`config.mk`:
```
export PLATFORM = sky130hd
export DESIGN_NAME = pipe_ctrl
export DESIGN_NICKNAME = d
export VERILOG_FILES = /design/src/rtl/pipe_ctrl.sv
export SDC_FILE = /design/constraint.sdc
export NUM_CORES = 1
export LEC_CHECK = 0
export BUFFER_PORTS_ARGS = -buffer_cell sky130_fd_sc_hd__buf_2
export CAP_MARGIN = 20
export CORE_MARGIN = 4
export CORE_UTILIZATION = 35
export CTS_CLUSTER_DIAMETER = 120
export CTS_CLUSTER_SIZE = 8
export DETAILED_ROUTE_END_ITERATION = 7
export GPL_ROUTABILITY_DRIVEN = 0
export HOLD_SLACK_MARGIN = 0.05
export PLACE_DENSITY_LB_ADDON = 0.1
export SYNTH_ARGS = -nofsm -noshare
export SYNTH_HDL_FRONTEND = slang
export SYNTH_SLANG_ARGS = --single-unit
```
`constraint.sdc`:
```
create_clock -name clk -period 2.4 [get_ports clk]
set_clock_uncertainty 0.1 [all_clocks]
set_input_delay 0.24 -clock clk [delete_from_list [all_inputs] [get_ports clk]]
set_output_delay 0.24 -clock clk [all_outputs]
set_load 0.05 [all_outputs]
```
`src/rtl/pipe_ctrl.sv`:
```
// pipe_ctrl: pipeline stall controller. Combines ID load-use hazards,
// multi-cycle EX occupancy (MUL/DIV) and MEM bus wait states into the
// 6-bit stall vector; the deepest stalled stage wins.
module pipe_ctrl #(
  parameter int REG_AW      = 3,
  parameter int MUL_CYCLES  = 3,
  parameter int DIV_CYCLES  = 17,
  parameter int MEM_TIMEOUT = 255
) (
  input  logic              clk,
  input  logic              rst,
  input  logic              id_re1,
  input  logic              id_re2,
  input  logic [REG_AW-1:0] id_raddr1,
  input  logic [REG_AW-1:0] id_raddr2,
  input  logic              ex_is_load,
  input  logic              ex_wreg,
  input  logic [REG_AW-1:0] ex_wd,
  input  logic              ex_mc_req,
  input  logic              ex_mc_div,
  input  logic              mem_req,
  input  logic              mem_ack,
  output logic [5:0]        stall,
  output logic              ex_mc_done,
  output logic              mem_err
);

  localparam int CNT_MAX = (DIV_CYCLES > MUL_CYCLES) ? DIV_CYCLES : MUL_CYCLES;
  localparam int CNT_W   = $clog2(CNT_MAX + 1);
  localparam int TMR_W   = $clog2(MEM_TIMEOUT + 1);

  localparam logic [CNT_W-1:0] MUL_LOAD = CNT_W'(MUL_CYCLES - 2);
  localparam logic [CNT_W-1:0] DIV_LOAD = CNT_W'(DIV_CYCLES - 2);
  localparam logic [CNT_W-1:0] CNT_ONE  = CNT_W'(1);
  localparam logic [TMR_W-1:0] TMR_MAX  = TMR_W'(MEM_TIMEOUT);
  localparam logic [TMR_W-1:0] TMR_ONE  = TMR_W'(1);

  typedef enum logic [1:0] {
    EX_IDLE,
    EX_RUN,
    EX_HOLD
  } ex_state_e;

  typedef enum logic {
    M_IDLE,
    M_WAIT
  } mem_state_e;

  ex_state_e        ex_state_q, ex_state_d;
  mem_state_e       mem_state_q, mem_state_d;
  logic [CNT_W-1:0] cnt_q, cnt_d;
  logic [TMR_W-1:0] timer_q, timer_d;

  logic lu_stall;
  logic mem_stall;
  logic mem_err_c;
  logic ex_hold;
  logic ex_done_c;

  // Load-use hazard: stateless, a bubble in EX clears it next cycle.
  always_comb begin
    lu_stall = ex_is_load & ex_wreg &
               ((id_re1 & (id_raddr1 == ex_wd)) | (id_re2 & (id_raddr2 == ex_wd)));
  end

  // MEM wait-state FSM with forced release after MEM_TIMEOUT stalled cycles.
  always_comb begin
    mem_state_d = mem_state_q;
    timer_d     = timer_q;
    mem_stall   = 1'b0;
    mem_err_c   = 1'b0;
    unique case (mem_state_q)
      M_IDLE: begin
        if (mem_req && !mem_ack) begin
          mem_stall   = 1'b1;
          timer_d     = TMR_ONE;
          mem_state_d = M_WAIT;
        end
      end
      M_WAIT: begin
        if (mem_ack || !mem_req) begin
          mem_state_d = M_IDLE;
        end else if (timer_q == TMR_MAX) begin
          mem_err_c   = 1'b1;
          mem_state_d = M_IDLE;
        end else begin
          mem_stall = 1'b1;
          timer_d   = timer_q + TMR_ONE;
        end
      end
      default: mem_state_d = M_IDLE;
    endcase
  end

  // EX multi-cycle FSM; HOLD leaves only when the internally computed
  // stall[3] (which reduces to mem_stall in this state) is clear.
  always_comb begin
    ex_state_d = ex_state_q;
    cnt_d      = cnt_q;
    ex_hold    = 1'b0;
    ex_done_c  = 1'b0;
    unique case (ex_state_q)
      EX_IDLE: begin
        if (ex_mc_req) begin
          ex_hold    = 1'b1;
          cnt_d      = ex_mc_div ? DIV_LOAD : MUL_LOAD;
          ex_state_d = EX_RUN;
        end
      end
      EX_RUN: begin
        ex_hold = 1'b1;
        if (cnt_q != '0) begin
          cnt_d = cnt_q - CNT_ONE;
        end else begin
          ex_state_d = EX_HOLD;
        end
      end
      EX_HOLD: begin
        ex_done_c = 1'b1;
        if (!mem_stall) begin
          ex_state_d = EX_IDLE;
        end
      end
      default: ex_state_d = EX_IDLE;
    endcase
  end

  // Stall vector priority and reset gating of all outputs.
  always_comb begin
    stall      = '0;
    ex_mc_done = 1'b0;
    mem_err    = 1'b0;
    if (!rst) begin
      if (mem_stall) begin
        stall = 6'b011111;
      end else if (ex_hold) begin
        stall = 6'b001111;
      end else if (lu_stall) begin
        stall = 6'b000111;
      end
      ex_mc_done = ex_done_c;
      mem_err    = mem_err_c;
    end
  end

  // State registers, synchronous active-high reset.
  always_ff @(posedge clk) begin
    if (rst) begin
      ex_state_q  <= EX_IDLE;
      mem_state_q <= M_IDLE;
      cnt_q       <= '0;
      timer_q     <= '0;
    end else begin
      ex_state_q  <= ex_state_d;
      mem_state_q <= mem_state_d;
      cnt_q       <= cnt_d;
      timer_q     <= timer_d;
    end
  end

endmodule

```
==> flow_summary.rst <==
.. list-table::
   :header-rows: 1

   * - Metric
     - Value
   * - Outcome
     - finished, final reports clean
   * - TritonCTS Buffers
     - 3
   * - # Max-Cap Violations
     - 0
   * - Number of setup violations in the final report
     - 0
   * - Switching power share of the total
     - 0.340
   * - Clock group share of total power
     - 0.264
   * - Critical path class
     - register to primary output
   * - Final instance area
     - 1130 um2
   * - EDFF count, synth
     - 0
   * - Mapped Avg Cell Area
     - 8.67 um2
   * - Library cell occupying the most area in the post-synthesis netlist
     - sky130_fd_sc_hd__dfxtp_1
   * - Critical Path Fanout Max
     - 4
   * - Setup_tns
     - 0 ps
   * - Worst setup margin
     - 283 ps
   * - Register area share after synthesis
     - 0.336
   * - Power per standard cell area
     - 622 nW/um2
   * - Slew margin rel.
     - 0.513
   * - Final Power
     - 0.702 mW
   * - Final Hold Slack
     - 178 ps
   * - Post-placement worst setup slack
     - 612 ps
   * - Area added between synthesis and finish
     - 18.4%
   * - Proportion of power drawn by flip-flops and latches
     - 0.448
   * - Min-Delay Startpoint
     - rst
   * - Crit path DAT
     - 1780 ps
   * - Yosys warns
     - 0
   * - Combinational power share
     - 0.288
   * - Library cell contributing the largest single delay on the critical path
     - sky130_fd_sc_hd__dfxtp_1
   * - Post-CTS setup buffer count
     - 0
   * - Final Util
     - 0.443
   * - I/O pin cnt
     - 27
   * - Half-perimeter wire length after detailed placement
     - 1620 um
   * - Layout Cells excl Fill
     - 164
   * - Placed cell areas
     - 1090 um2
   * - Die Outline Area
     - 3620 um2
   * - Share of final-layout standard cells stronger than drive strength 1
     - 0.291
   * - Fill cell count
     - 278
   * - Tot GR Track Use
     - 0.130
   * - Synth top area share
     - 0.336
   * - Worst Hold Class
     - input port to register
   * - Critical Path Start
     - timer_q[0]$_SDFFE_PP0P_
   * - First-pass GRT wire length
     - 3590 um
   * - Reported net switching power
     - 0.239 mW
   * - Required time of the worst setup path
     - 2060 ps
   * - Buffer cell driving the clock tree root
     - sky130_fd_sc_hd__clkbuf_4
   * - Number of register bits inferred by synthesis
     - 16
   * - Longest individual stage delay on the worst path
     - 370 ps
   * - Ordered cell list for the critical path
     - ha_1 -> nand4_1 -> o21ai_2 -> a21oi_4 -> a41o_1 -> buf_2
   * - Distinct cell type count of the synthesized netlist
     - 46
   * - Aggregate routed wire length
     - 2150 um
   * - Leakage power of the design
     - 0.460 nW
   * - Worst reg2reg path startpoint
     - timer_q[0]$_SDFFE_PP0P_
   * - Number of rows created at floorplan
     - 18
   * - Final global-route overflow total
     - 0
   * - Sinks on Clock Net
     - 16
   * - Top cells by area in the synthesized netlist
     - sky130_fd_sc_hd__dfxtp_1, sky130_fd_sc_hd__xnor2_1, sky130_fd_sc_hd__a21oi_1
   * - Maximum vdd ir drop
     - 0.000303 V
   * - Floorplan Core Area
     - 2540 um2
   * - Final layout net count
     - 156
   * - Sequential cell area
     - 320 um2
   * - Vias in the first global route
     - 823
   * - Fin crit share
     - 0.882
   * - DRC marker count from the first detailed-route iteration
     - 34
   * - Total internal power
     - 0.463 mW
   * - Via density per instance
     - 5.36
   * - Number of H-tree levels
     - 1
   * - Min cycle time layout
     - 2120 ps
   * - Maximum number of pins on one net before global-route repair
     - 14
   * - Clock insertion delay at the later pin of the skew report
     - 290 ps
   * - Synthesized instance count
     - 110
   * - Synth async-reset ratio
     - 0
   * - Cell count after placement
     - 160
   * - Post-CTS Resized
     - 0
   * - Horizontal die dimension
     - 60.2 um
   * - Category of the worst setup path capture point
     - primary output
   * - Register clock-pin slew on the reported worst setup and hold paths
     - 100 ps
   * - CTS tree
     - done
   * - Multi-input combinational cell area
     - 587 um2
   * - Final hold viol count
     - 0
   * - Port Buffer Count
     - 25
   * - DIE HEIGHT
     - 60.2 um
   * - Remaining DRCs
     - 0
   * - Net count after synthesis
     - 131
   * - Detailed-route wire length per cell
     - 13.1 um
   * - Maximum clock frequency
     - 0.472 GHz
   * - Longest Clk Path Bufs
     - 2
   * - Via total after detailed routing
     - 879
   * - Register-to-register path setup slack
     - 580 ps
   * - Post-Synthesis Cell Area
     - 953 um2
   * - Number of diodes
     - 0
   * - Transition time at the pin with the least slew margin
     - 723 ps
   * - Number of antenna violations at the first check in global routing
     - 0
   * - Startpoint Class
     - register
   * - Effective utilization at floorplan
     - 0.375
   * - Synth Flop Type
     - sky130_fd_sc_hd__dfxtp_1
   * - Pins Over Slew Limit
     - 0
   * - RSZ-0062 raised after global routing
     - false
   * - Router iterations before antenna repair
     - 4
   * - Remaining antenna violation count
     - 0
   * - Hold_buf cts
     - 0
[placed cells by master (no fill, tap or decap), drive strengths merged, types with 2 or more instances in the layout]
master / count
xnor2: 7
nor2: 12
o21ai: 6
a211oi: 2
nand3b: 2
nor3: 3
nand2: 3
and2b: 2
dfxtp: 16
nand3: 2
buf: 26
or4: 3
o31ai: 3
clkbuf: 4
nand4: 5
ha: 2
a21oi: 10
inv: 4
[per-layer routing]
metal / GRT usage / vias up / part of all wire
li1: - / 452 / -
met1: 0.163 / 401 / 0.49
met2: 0.207 / 24 / 0.45
met3: 0.0281 / 2 / 0.059
met4: 0.0665 / 0 / 0.0065
met5: 0 / - / 0
[power groups by stage]
stage                     Clock (mW)  Sequential (mW)  Combinational [mW]
after detailed placement           0            0.321               0.203
after floorplan                    0            0.312               0.171
after global routing           0.205            0.318               0.226
after global placement             0            0.321               0.201
final                          0.185            0.315               0.202
after CTS                      0.194            0.314               0.203
[cell usage after synthesis (all sizes together) (2+ instances only)]
library cell and number:
ha 2, xnor2 7, nand3 2, a21oi 10, nand4 5, dfxtp 16
o31ai 3, nor3 3, buf 5, and2b 2, nand2 3, inv 4
o21ai 6, nor2 12, or4 3, a211oi 2, nand3b 2
[final timing paths]
path	endpoint	cells past startpoint
worst max register to register	timer_q[5]$_SDFFE_PP0P_	6
worst max-delay path	stall[1]	6
worst min-delay path	timer_q[0]$_SDFFE_PP0P_	2
worst min register to register	cnt_q[4]$_SDFFE_PP0P_	1
[kinds of logic after synthesis]
logic type,after synthesis,synth area share
AO/OA/AOI/OAI,30,0.207
XOR/XNOR,8,0.0735
adder cells (fa/ha/maj),2,0.0262
buffers and inverters,10,0.0630
flip-flops,16,0.336
multiplexers,1,0.0118
other,1,0.00393
AND/OR/NAND/NOR,42,0.278
[registers in the layout, summed over array words and instances, names as in the netlist]
signal,cells
cnt_q,5
ex_state_q,2
timer_q,8
mem_state_q,1
[worst max-delay path: cells and delay by family (launching register included)]
kind                       cells  cell delay [ps]
AOI/OAI and AO/OA              3              510
adders and majority gates      1              230
buffers and inverters          1              210
DFF                            1              370
and+or+nand+nor                1              150
[final cells by class]
cell class                      count  area share
Sequential cell                    16       0.284
Inverter                            4      0.0133
Clock buffer                        4      0.0322
Timing Repair Buffer               26       0.118
Tap cell                           30      0.0333
Multi-Input combinational cell     84       0.520
No activity file was read; power rests on OpenSTA's default activity.
